--- src/rtl/activation_pkg.sv ---
// rtl/activation_pkg.sv - shared mode encodings and clamp helper for activation_pipe
//
// Contents:
//   MODE_CLIP / MODE_TANH / MODE_LEAKY : run-time mode encodings (3 is reserved, acts as clip)
//   clamp_signed(v, w, sat)            : clamp a signed value to a w-bit signed range
package activation_pkg;

  localparam logic [1:0] MODE_CLIP  = 2'd0;
  localparam logic [1:0] MODE_TANH  = 2'd1;
  localparam logic [1:0] MODE_LEAKY = 2'd2;

  // Working width of the clamp helper; callers sign-extend into it and
  // truncate the result back to their own output width.
  localparam int CLAMP_W = 64;

  // Clamp v into [-2^(w-1), 2^(w-1)-1]. sat is set only when v lies strictly
  // outside that range, so the boundary values themselves are not counted.
  function automatic logic signed [CLAMP_W-1:0] clamp_signed(
    input  logic signed [CLAMP_W-1:0] v,
    input  int                        w,
    output logic                      sat
  );
    logic signed [CLAMP_W-1:0] hi;
    logic signed [CLAMP_W-1:0] lo;
    hi  = (64'sd1 <<< (w - 1)) - 64'sd1;
    lo  = -(64'sd1 <<< (w - 1));
    sat = 1'b0;
    if (v > hi) begin
      sat = 1'b1;
      return hi;
    end
    if (v < lo) begin
      sat = 1'b1;
      return lo;
    end
    return v;
  endfunction

endpackage

--- src/rtl/activation_lane.sv ---
// rtl/activation_lane.sv - single-channel activation: pre-clamp shaping plus output clamp
//
// Ports:
//   mode   in   2        activation mode for x
//   x      in   IN_W     signed channel input
//   pre    out  IN_W+1   shaped value before clamp (registered by the parent)
//   pre_q  in   IN_W+1   registered shaped value to clamp
//   y      out  OUT_W    clamped result of pre_q
//   sat    out  1        pre_q was outside the OUT_W signed range
//
// Purely combinational; the parent places the pipeline register between
// pre and pre_q.
module activation_lane
  import activation_pkg::*;
#(
  parameter int IN_W       = 17,
  parameter int OUT_W      = 16,
  parameter int KNEE       = 16384,
  parameter int TANH_SHIFT = 2,
  parameter int LEAK_SHIFT = 3
) (
  input  logic [1:0]         mode,
  input  logic signed [IN_W-1:0] x,
  output logic signed [IN_W:0]   pre,
  input  logic signed [IN_W:0]   pre_q,
  output logic [OUT_W-1:0]   y,
  output logic               sat
);

  localparam logic signed [IN_W:0] KNEE_S = (IN_W + 1)'(KNEE);

  logic signed [IN_W:0]         xe;
  logic signed [IN_W:0]         diff;
  logic signed [CLAMP_W-1:0]    pre_ext;

  // One extra bit of headroom so the knee arithmetic never overflows.
  assign xe = {x[IN_W-1], x};

  always_comb begin
    diff = '0;
    pre  = xe;
    case (mode)
      MODE_TANH: begin
        if (xe > KNEE_S) begin
          diff = xe - KNEE_S;
          pre  = KNEE_S + (diff >>> TANH_SHIFT);
        end else if (xe < -KNEE_S) begin
          diff = xe + KNEE_S;
          pre  = (diff >>> TANH_SHIFT) - KNEE_S;
        end
      end
      MODE_LEAKY: begin
        // Arithmetic shift floors toward minus infinity, so -1 stays -1.
        if (xe[IN_W]) begin
          pre = xe >>> LEAK_SHIFT;
        end
      end
      default: begin
        pre = xe;
      end
    endcase
  end

  assign pre_ext = {{(CLAMP_W - IN_W - 1){pre_q[IN_W]}}, pre_q};

  always_comb begin
    sat = 1'b0;
    y   = OUT_W'(clamp_signed(pre_ext, OUT_W, sat));
  end

endmodule

--- src/rtl/activation_pipe.sv ---
// rtl/activation_pipe.sv - CH-channel, 2-stage pipelined saturating activation with saturation counter
//
// Ports:
//   clk        in   1         clock, rising edge
//   rst_n      in   1         asynchronous reset, active low
//   in_valid   in   1         input beat valid
//   in_ready   out  1         unit can accept a beat
//   in_data    in   CH*IN_W   packed signed inputs, channel 0 in LSBs
//   in_mode    in   2         0 clip, 1 piecewise tanh, 2 leaky ReLU, 3 acts as clip
//   out_valid  out  1         output beat valid
//   out_ready  in   1         downstream accepts
//   out_data   out  CH*OUT_W  packed signed results, channel 0 in LSBs
//   sat_cnt    out  CNT_W     clamped channel results since last clear (saturating)
//   sat_clr    in   1         synchronous clear of sat_cnt
module activation_pipe
  import activation_pkg::*;
#(
  parameter int CH         = 4,
  parameter int IN_W       = 17,
  parameter int OUT_W      = 16,
  parameter int KNEE       = 16384,
  parameter int TANH_SHIFT = 2,
  parameter int LEAK_SHIFT = 3,
  parameter int CNT_W      = 16
) (
  input  logic                  clk,
  input  logic                  rst_n,
  input  logic                  in_valid,
  output logic                  in_ready,
  input  logic [CH*IN_W-1:0]    in_data,
  input  logic [1:0]            in_mode,
  output logic                  out_valid,
  input  logic                  out_ready,
  output logic [CH*OUT_W-1:0]   out_data,
  output logic [CNT_W-1:0]      sat_cnt,
  input  logic                  sat_clr
);

  localparam int NW = $clog2(CH + 1);
  localparam int SW = CNT_W + NW;
  localparam logic [SW-1:0] CNT_MAX = SW'({CNT_W{1'b1}});

  logic                   adv;
  logic                   fire;
  logic                   v1;
  logic signed [IN_W:0]   pre_c [CH];
  logic signed [IN_W:0]   pre_q [CH];
  logic [CH*OUT_W-1:0]    y_c;
  logic [CH-1:0]          sat_c;
  logic [NW-1:0]          nsat_c;
  logic [NW-1:0]          nsat_q;
  logic [SW-1:0]          cnt_base;
  logic [SW-1:0]          cnt_sum;

  // Single global advance: every stage moves together or holds together.
  assign adv      = !out_valid || out_ready;
  assign in_ready = adv;
  assign fire     = out_valid && out_ready;

  for (genvar g = 0; g < CH; g++) begin : g_lane
    activation_lane #(
      .IN_W       (IN_W),
      .OUT_W      (OUT_W),
      .KNEE       (KNEE),
      .TANH_SHIFT (TANH_SHIFT),
      .LEAK_SHIFT (LEAK_SHIFT)
    ) u_lane (
      .mode  (in_mode),
      .x     (in_data[g*IN_W +: IN_W]),
      .pre   (pre_c[g]),
      .pre_q (pre_q[g]),
      .y     (y_c[g*OUT_W +: OUT_W]),
      .sat   (sat_c[g])
    );
  end

  always_comb begin
    nsat_c = '0;
    for (int i = 0; i < CH; i++) begin
      nsat_c = nsat_c + NW'(sat_c[i]);
    end
  end

  // S1 holds shaped values, S2 holds clamped results plus the number of
  // clamped channels so the counter can charge them when the beat leaves.
  always_ff @(posedge clk or negedge rst_n) begin
    if (!rst_n) begin
      v1        <= 1'b0;
      out_valid <= 1'b0;
      out_data  <= '0;
      nsat_q    <= '0;
      for (int i = 0; i < CH; i++) begin
        pre_q[i] <= '0;
      end
    end else if (adv) begin
      v1        <= in_valid;
      out_valid <= v1;
      out_data  <= y_c;
      nsat_q    <= nsat_c;
      for (int i = 0; i < CH; i++) begin
        pre_q[i] <= pre_c[i];
      end
    end
  end

  // Clear wins over the old value but not over a same-cycle increment.
  always_comb begin
    cnt_base = sat_clr ? '0 : SW'(sat_cnt);
    cnt_sum  = cnt_base + (fire ? SW'(nsat_q) : '0);
  end

  always_ff @(posedge clk or negedge rst_n) begin
    if (!rst_n) begin
      sat_cnt <= '0;
    end else if (sat_clr || fire) begin
      sat_cnt <= (cnt_sum > CNT_MAX) ? {CNT_W{1'b1}} : cnt_sum[CNT_W-1:0];
    end
  end

endmodule

--- config.mk ---
export PLATFORM = sky130hd
export DESIGN_NAME = activation_pipe
export DESIGN_NICKNAME = d
export VERILOG_FILES = /design/src/rtl/activation_pkg.sv /design/src/rtl/activation_lane.sv /design/src/rtl/activation_pipe.sv
export SDC_FILE = /design/constraint.sdc
export NUM_CORES = 1
export LEC_CHECK = 0
export ABC_AREA = 1
export CAP_MARGIN = 10
export CORE_MARGIN = 4
export CORE_UTILIZATION = 61
export DETAILED_ROUTE_END_ITERATION = 10
export GPL_TIMING_DRIVEN = 0
export HOLD_SLACK_MARGIN = 0.12
export PLACE_DENSITY = 0.88
export SETUP_SLACK_MARGIN = 0.5
export SLEW_MARGIN = 20
export SYNTH_ARGS = -nofsm -noshare
export SYNTH_HDL_FRONTEND = slang
export SYNTH_SLANG_ARGS = --single-unit
--- constraint.sdc ---
create_clock -name clk -period 5.2 [get_ports clk]
set_input_delay 1.3 -clock clk [delete_from_list [all_inputs] [get_ports clk]]
set_output_delay 1.3 -clock clk [all_outputs]
set_load 0.02 [all_outputs]
==> out/qor.tcl, run 1 <==
set qor(run_status) {finished, final reports clean}
set qor(share_clk_of_total_power_pct) 26.8
set qor(maximum_buffer_depth_of_the_clock_tree) 2
set qor(clkTransAtPathRegs_ns) 0.06
set qor(num_io_pins) 157
set qor(antenna_left) 0
set qor(vias) 12194
set qor(syn_inst) 1744
set qor(synth.yosys.seq_area_share_pct) 34.4
set qor(first_global_vias) 11371
set qor(setup_viol_count_final) 0
set qor(timing.setup.tns_ns) 0
set qor(grt.overflow.total) 0
set qor(antenna_found_initial) 0
set qor(placement_rows) 49
set qor(max_freq_ghz) 0.215
set qor(timing.setup.critical_path_class) {in2out}
set qor(dp_hpwl_um) 24400
set qor(clkSinkCount) 153
set qor(drt-vias-per-instance) 5.65
set qor(finalWeightedCongestion) 0.959
set qor(min_period_over_period_pct) 89.4
set qor(synth-warning-count) 0
set qor(power.share.switching_pct) 37.7
set qor(finalClockSkew_ns) 0.0129
set qor(synth_seq_cells) 153
set qor(postSynthNetCount) 1851
set qor(tritoncts) {done}
set qor(firstDrtPassIters) 6
set qor(globalRouteMet3Util_pct) 5.02
set qor(syn-cell-area_um2) 11100
set qor(slew_violations) 0
set qor(p_switching_mw) 1.71
set qor(clk-insertion-delay-late_ns) 0.43
set qor(design.core.area_um2) 18000
set qor(irDropWorstVdd_mv) 0.310
set qor(crit_path_max_fanout) 10
set qor(synth_area_per_cell_um2) 6.39
set qor(worst-endpoint-required_ns) 3.90
set qor(cell_pwr_density_nw_per_um2) 335
set qor(power_frac_seq_pct) 36.3
set qor(cellLeakagePower_nw) 6.73
set qor(grt_most_used_layer) {met2}
set qor(synth.distinct_cells) 37
set qor(grt_use_total_pct) 32.8
set qor(layout.area.seq_um2) 3830
set qor(global_route_wire_length_before_repair_um) 54700
set qor(worst-endpoint-arrival_ns) 3.35
set qor(fin_hold_ws_ns) 0.468
set qor(grt_start_max_net_pins) 91
set qor(pre_cts_ws_ns) 0.503
set qor(die-area_um2) 20500
set qor(postLayoutSetupSlackWorst_ns) 0.554
set qor(hold_viol_final) 0
set qor(initial_util_pct) 62.0
set qor(multi_input_area_um2) 6130
set qor(slew-limit-headroom_pct) 51.2
set qor(dieHeight_um) 143
set qor(worst_slew_pin_slew_ns) 0.724
set qor(numCtsBuffers) 17
set qor(use_met1_pct) 44.2
set qor(worstSetupEndpointType) {output pin}
set qor(num-nets-final) 2022
set qor(layout_min_cycle_time_ns) 4.65
set qor(min_delay_path_class) {reg2reg}
set qor(filler_cell_count) 1493
set qor(yosys.area.top_type) {sky130_fd_sc_hd__dfrtp_1}
set qor(synth_top_area_share_pct) 34.4
set qor(layout-area-overhead-vs-synth_pct) 21.6
set qor(grt.met2_usage_pct) 53.0
set qor(drt_first_iter_violations) 1161
set qor(drc) 0
set qor(utilization_pct) 75.4
set qor(postCtsSetupBuffers) 0
set qor(share_comb_of_total_power_pct) 37.0
set qor(drt_wl_total_um) 33800
set qor(chipWidth_um) 143
set qor(post_synth_main_area_contributors) {sky130_fd_sc_hd__dfrtp_1 34%, sky130_fd_sc_hd__nand2_1 21%, sky130_fd_sc_hd__o21ai_0 11%, sky130_fd_sc_hd__nand3_1 6.3%, sky130_fd_sc_hd__inv_1 5.7%}
set qor(drive_above_1_share_pct) 5.96
set qor(rsz0062_at_grt) {no}
set qor(htreeDepth) 4
set qor(number_of_buffers_inserted_for_hold_repair_after_clock_tree_synthesis) 0
set qor(place.port_buffers) 151
set qor(num_antenna_cells) 0
set qor(routed_wire_length_per_instance_um) 15.6
set qor(power.internal_mw) 2.83
set qor(cts-root-buf) {sky130_fd_sc_hd__clkbuf_16}
set qor(cap_viol_max_count) 0
set qor(crit_path_start_kind) {primary input}
set qor(cts_repair_resize_count) 1
-- registers in the layout, summed over array words and instances, names as in the netlist --
| name | flops |
|---|---|
| out_data | 64 |
| v1 | 1 |
| pre_q | 68 |
| out_valid | 1 |
| sat_cnt | 16 |
| nsat_q | 3 |
-- cell usage after synthesis (all sizes together) --
library cell,count
a211oi,3
a21oi,64
a22oi,2
a31oi,11
buf,48
clkbuf,57
clkinv,1
dfrtp,153
fa,2
ha,30
inv,173
nand2,630
nand3,144
nand3b,4
nand4,8
nor2,151
nor3,2
o21ai,246
o22ai,1
o31ai,1
or2,2
xnor2,5
xor2,6
-- power by group through the flow --
stage | clock, mW | combinational [mW] | sequential (mW)
after CTS | 1.22 | 1.67 | 1.64
after global routing | 1.27 | 1.86 | 1.67
after floorplan | 0 | 0.744 | 1.84
after global placement | 0 | 1.61 | 1.65
final | 1.22 | 1.68 | 1.65
after detailed placement | 0 | 1.66 | 1.66
-- area by class of cell --
| cell class | instances | share of cell area (%) |
|---|---|---|
| clock inverters | 12 | 0.832 |
| flip-flops and latches | 153 | 28.3 |
| clock buffers | 20 | 3.37 |
| inverters | 174 | 4.88 |
| multi-input cells | 1312 | 45.3 |
| repair buffers | 152 | 11.4 |
| well taps | 229 | 2.12 |
| plain buffers | 105 | 3.84 |
-- layer usage --
| layer | vias up | share of wire, % |
|---|---|---|
| met5 | - | 0 |
| met4 | 0 | 3.1 |
| met2 | 633 | 46 |
| met3 | 89 | 9.4 |
| li1 | 5889 | - |
| met1 | 5583 | 41 |
-- critical path: stages --
cell and delay (ns):
sky130_fd_sc_hd__clkdlybuf4s50_1 0.48, sky130_fd_sc_hd__nor2_1 0.08, sky130_fd_sc_hd__inv_2 0.22, sky130_fd_sc_hd__clkbuf_2 0.27, sky130_fd_sc_hd__buf_2 0.32, sky130_fd_sc_hd__clkdlybuf4s50_1 0.67
-- metrics by stage --
| step | cells | power [mW] | instance area, µm² |
|---|---|---|---|
| after global placement | 2124 | 3.26 | 12900 |
| after detailed placement | 2125 | 3.32 | 13000 |
| after floorplan | 1744 | 2.59 | 11100 |
| final | 2157 | 4.54 | 13500 |
| after global routing | 2157 | 4.80 | 13500 |
| after CTS | 2157 | 4.53 | 13500 |
-- kinds of logic (layout without fill, tap and decap cells) --
group | after synthesis | after routing | share of synthesized area [%]
AOI/OAI and AO/OA | 328 | 328 | 15.0
xor gates and xnor gates | 11 | 11 | 0.865
adders and majority gates | 32 | 32 | 3.73
buffers and inverters | 279 | 463 | 10.6
DFF | 153 | 153 | 34.4
and+or+nand+nor | 941 | 941 | 35.4
-- cells in the final DEF (no fill, tap or decap), types with 2 or more instances in the layout --
| cell type | instances |
|---|---|
| sky130_fd_sc_hd__buf_2 | 24 |
| sky130_fd_sc_hd__ha_1 | 30 |
| sky130_fd_sc_hd__nand2_2 | 13 |
| sky130_fd_sc_hd__buf_6 | 9 |
| sky130_fd_sc_hd__inv_1 | 168 |
| sky130_fd_sc_hd__xnor2_1 | 5 |
| sky130_fd_sc_hd__a21oi_1 | 64 |
| sky130_fd_sc_hd__clkbuf_1 | 57 |
| sky130_fd_sc_hd__buf_1 | 11 |
| sky130_fd_sc_hd__a211oi_1 | 3 |
| sky130_fd_sc_hd__nand3_1 | 141 |
| sky130_fd_sc_hd__inv_6 | 4 |
| sky130_fd_sc_hd__a22oi_1 | 2 |
| sky130_fd_sc_hd__nand2_4 | 7 |
| sky130_fd_sc_hd__clkinvlp_4 | 5 |
| sky130_fd_sc_hd__nor2_1 | 137 |
| sky130_fd_sc_hd__nand3_2 | 3 |
| sky130_fd_sc_hd__fa_1 | 2 |
| sky130_fd_sc_hd__xor2_1 | 6 |
| sky130_fd_sc_hd__nand3b_1 | 4 |
| sky130_fd_sc_hd__dfrtp_1 | 153 |
| sky130_fd_sc_hd__nor2_2 | 5 |
| sky130_fd_sc_hd__inv_2 | 4 |
| sky130_fd_sc_hd__o21ai_0 | 240 |
| sky130_fd_sc_hd__clkinv_2 | 2 |
| sky130_fd_sc_hd__clkdlybuf4s50_1 | 150 |
| sky130_fd_sc_hd__buf_4 | 3 |
| sky130_fd_sc_hd__nand2_1 | 610 |
| sky130_fd_sc_hd__nor2_4 | 9 |
| sky130_fd_sc_hd__a31oi_1 | 11 |
| sky130_fd_sc_hd__nand4_1 | 8 |
| sky130_fd_sc_hd__clkbuf_16 | 17 |
| sky130_fd_sc_hd__o21ai_1 | 6 |
| sky130_fd_sc_hd__clkbuf_8 | 2 |
-- final timing paths --
path / slack (ns) / from / end / cells after the start
setup reg to reg: 2.33 / pre_q[70] / nsat_q[1] / 9
max in group asynchronous: 3.59 / rst_n / pre_q[66] / 2
setup / recovery: 0.55 / out_ready / in_ready / 6
min in group asynchronous: 0.80 / rst_n / out_data[35] / 1
hold / removal: 0.47 / v1 / out_valid / 2
hold reg to reg: 0.47 / v1 / out_valid / 2
Power figures use the tool's default switching activity.
==> run 2, diff against run 1 <==
--- a/config.mk
+++ b/config.mk
@@ -7,7 +7,7 @@
 export LEC_CHECK = 0
 export ABC_AREA = 1
 export CAP_MARGIN = 10
-export CORE_MARGIN = 4
+export CORE_MARGIN = 2
 export CORE_UTILIZATION = 61
 export DETAILED_ROUTE_END_ITERATION = 10
 export GPL_TIMING_DRIVEN = 0
==> out/qor.tcl, run 2 (synthesis gave the netlist of run 1 again) <==
set qor(rr_worst_depth) 9
set qor(cts-root-buf) {sky130_fd_sc_hd__clkbuf_16}
set qor(cap_viol_max_count) 0
set qor(first_global_vias) 11412
set qor(crit_end) {in_ready}
set qor(antenna_left) 0
set qor(cellLeakagePower_nw) 6.75
set qor(worstHoldStart) {v1}
set qor(min_period_over_period_pct) 88.5
set qor(crit-reg2reg-capture) {nsat_q[1]}
set qor(utilization_pct) 75.5
set qor(clk-insertion-delay-late_ns) 0.43
set qor(largest_registers) {pre_q (68), out_data (64), sat_cnt (16)}
set qor(layout-area-overhead-vs-synth_pct) 21.8
set qor(chipWidth_um) 139
set qor(layoutNonFillerInstCount) 2157
set qor(crit_path_start_kind) {primary input}
set qor(grt_use_total_pct) 34.6
set qor(vias) 12299
set qor(cp_num_cells) 6
set qor(numCtsBuffers) 17
set qor(crit_start) {out_ready}
set qor(drc) 0
set qor(tritoncts) {done}
set qor(finalWeightedCongestion) 1.00
set qor(grt_start_max_net_pins) 82
set qor(htreeDepth) 4
set qor(path_buf_inv) 5
set qor(placement_rows) 49
set qor(drt_wl_total_um) 33400
set qor(place.port_buffers) 151
set qor(run_status) {finished, final reports clean}
set qor(irDropWorstVdd_mv) 0.244
set qor(crit_path_frequent_cell) {sky130_fd_sc_hd__clkdlybuf4s50_1}
set qor(dieHeight_um) 139
set qor(most-common-layout-cells) {610 x sky130_fd_sc_hd__nand2_1, 240 x sky130_fd_sc_hd__o21ai_0, 168 x sky130_fd_sc_hd__inv_1}
set qor(rsz0062_at_grt) {no}
set qor(filler_cell_count) 1468
set qor(timing.setup.critical_path_class) {in2out}
set qor(dpl.cell_count) 2125
set qor(worst-r2r-setup-slack_ns) 2.30
set qor(num-nets-final) 2022
set qor(finalClockSkew_ns) 0.00988
set qor(r2r_start) {pre_q[70]}
set qor(dp_hpwl_um) 23800
set qor(total_power_mw) 4.61
set qor(mostFrequentLayoutCell) {sky130_fd_sc_hd__nand2_1}
set qor(max_freq_ghz) 0.217
set qor(registers.top_by_ff_count) {pre_q}
set qor(firstDrtPassIters) 6
set qor(layout.area.seq_um2) 3830
set qor(design.core.area_um2) 18000
set qor(antenna_found_initial) 0
set qor(slew-limit-headroom_pct) 36.1
set qor(largest_register_ffs) 68
set qor(maximum_buffer_depth_of_the_clock_tree) 2
set qor(worst_path_largest_cell_delay_ns) 0.64
set qor(routed_wire_length_per_instance_um) 15.5
set qor(setup_viol_count_final) 0
set qor(cpLargestDelayFamily) {buffers and inverters}
set qor(initial_util_pct) 62.0
set qor(worst_path_slowest_cell) {sky130_fd_sc_hd__clkdlybuf4s50_1}
set qor(worstSetupEndpointType) {output pin}
set qor(num_antenna_cells) 0
set qor(multi_input_area_um2) 6130
set qor(grt.overflow.total) 0
set qor(worst-endpoint-arrival_ns) 3.30
set qor(min_delay_path_class) {reg2reg}
set qor(die-area_um2) 19400
set qor(clkTransAtPathRegs_ns) 0.06
set qor(postLayoutCellArea_um2) 13600
set qor(worst-endpoint-required_ns) 3.90
set qor(drt-vias-per-instance) 5.70
set qor(placedInstanceArea_um2) 13000
set qor(clkSinkCount) 153
set qor(cp_cell_sequence) {clkdlybuf4s50_1, nor2_1, inv_2, clkbuf_2, clkbuf_4, clkdlybuf4s50_1}
set qor(cell_pwr_density_nw_per_um2) 340
set qor(drive_above_1_share_pct) 5.81
set qor(num_io_pins) 157
set qor(drt_first_iter_violations) 1347
set qor(hold_viol_final) 0
set qor(slew_violations) 0
set qor(crit_path_max_fanout) 10
set qor(layout_min_cycle_time_ns) 4.60
set qor(worst_slew_pin_slew_ns) 0.949
set qor(global_route_wire_length_before_repair_um) 55100
==> run 2: repair_timing <==
item	CTS	global route
endpoints found under the setup margin	1	1
pin swaps	0	0
gates resized for setup	1	1
gates cloned	0	0
buffers inserted	0	0
hold endpoints to repair	0	0
hold buffers	0	0
==> run 2: area by class of cell <==
class                   count  area share, %
clock inverters            10           1.04
inverters                 174           4.87
clock buffers              22           3.35
plain buffers             105           3.85
multi-input cells        1312           45.2
repair buffers            152           11.4
well taps                 229           2.11
flip-flops and latches    153           28.2
==> run 2: per-stage QoR <==
step                      setup WS [ns]  hold slack (ns)  TNS (ns)
after floorplan                    1.99            0.420         0
after global placement            -3.18            0.432   -483.70
after detailed placement          0.474            0.455         0
after CTS                         0.594            0.476         0
after global routing              0.559            0.504         0
final                             0.599            0.470         0
==> run 2: power by group <==
part           switching (mW)  internal [mW]  leakage (nW)
Combinational            1.01          0.668          4.59
Sequential              0.172           1.47          1.88
Clock                   0.513          0.770         0.285
==> run 2: worst min-delay path, delay by kind of cell, from the launching register on <==
family / cells / cell delay [ns]
flops: 1 / 0.32
simple gates: 1 / 0.07
buf+inv: 1 / 0.05
==> run 2: per-layer routing <==
layer  wire [µm]  GRT usage, %
met1       13400          45.8
met2       15500          56.5
met3        3280          6.01
met4        1240          14.4
met5           0             0
==> run 2: worst min path at each step <==
| stage | endpoint | slack (ns) | cells after the start |
|---|---|---|---|
| 2_1_floorplan | out_valid | 0.42 | 2 |
| 3_3_place_gp | out_valid | 0.43 | 2 |
| 4_1_cts | out_valid | 0.48 | 2 |
| 3_5_place_dp | out_valid | 0.46 | 2 |
| 6_report | out_valid | 0.47 | 2 |
| 5_1_grt | out_valid | 0.50 | 2 |
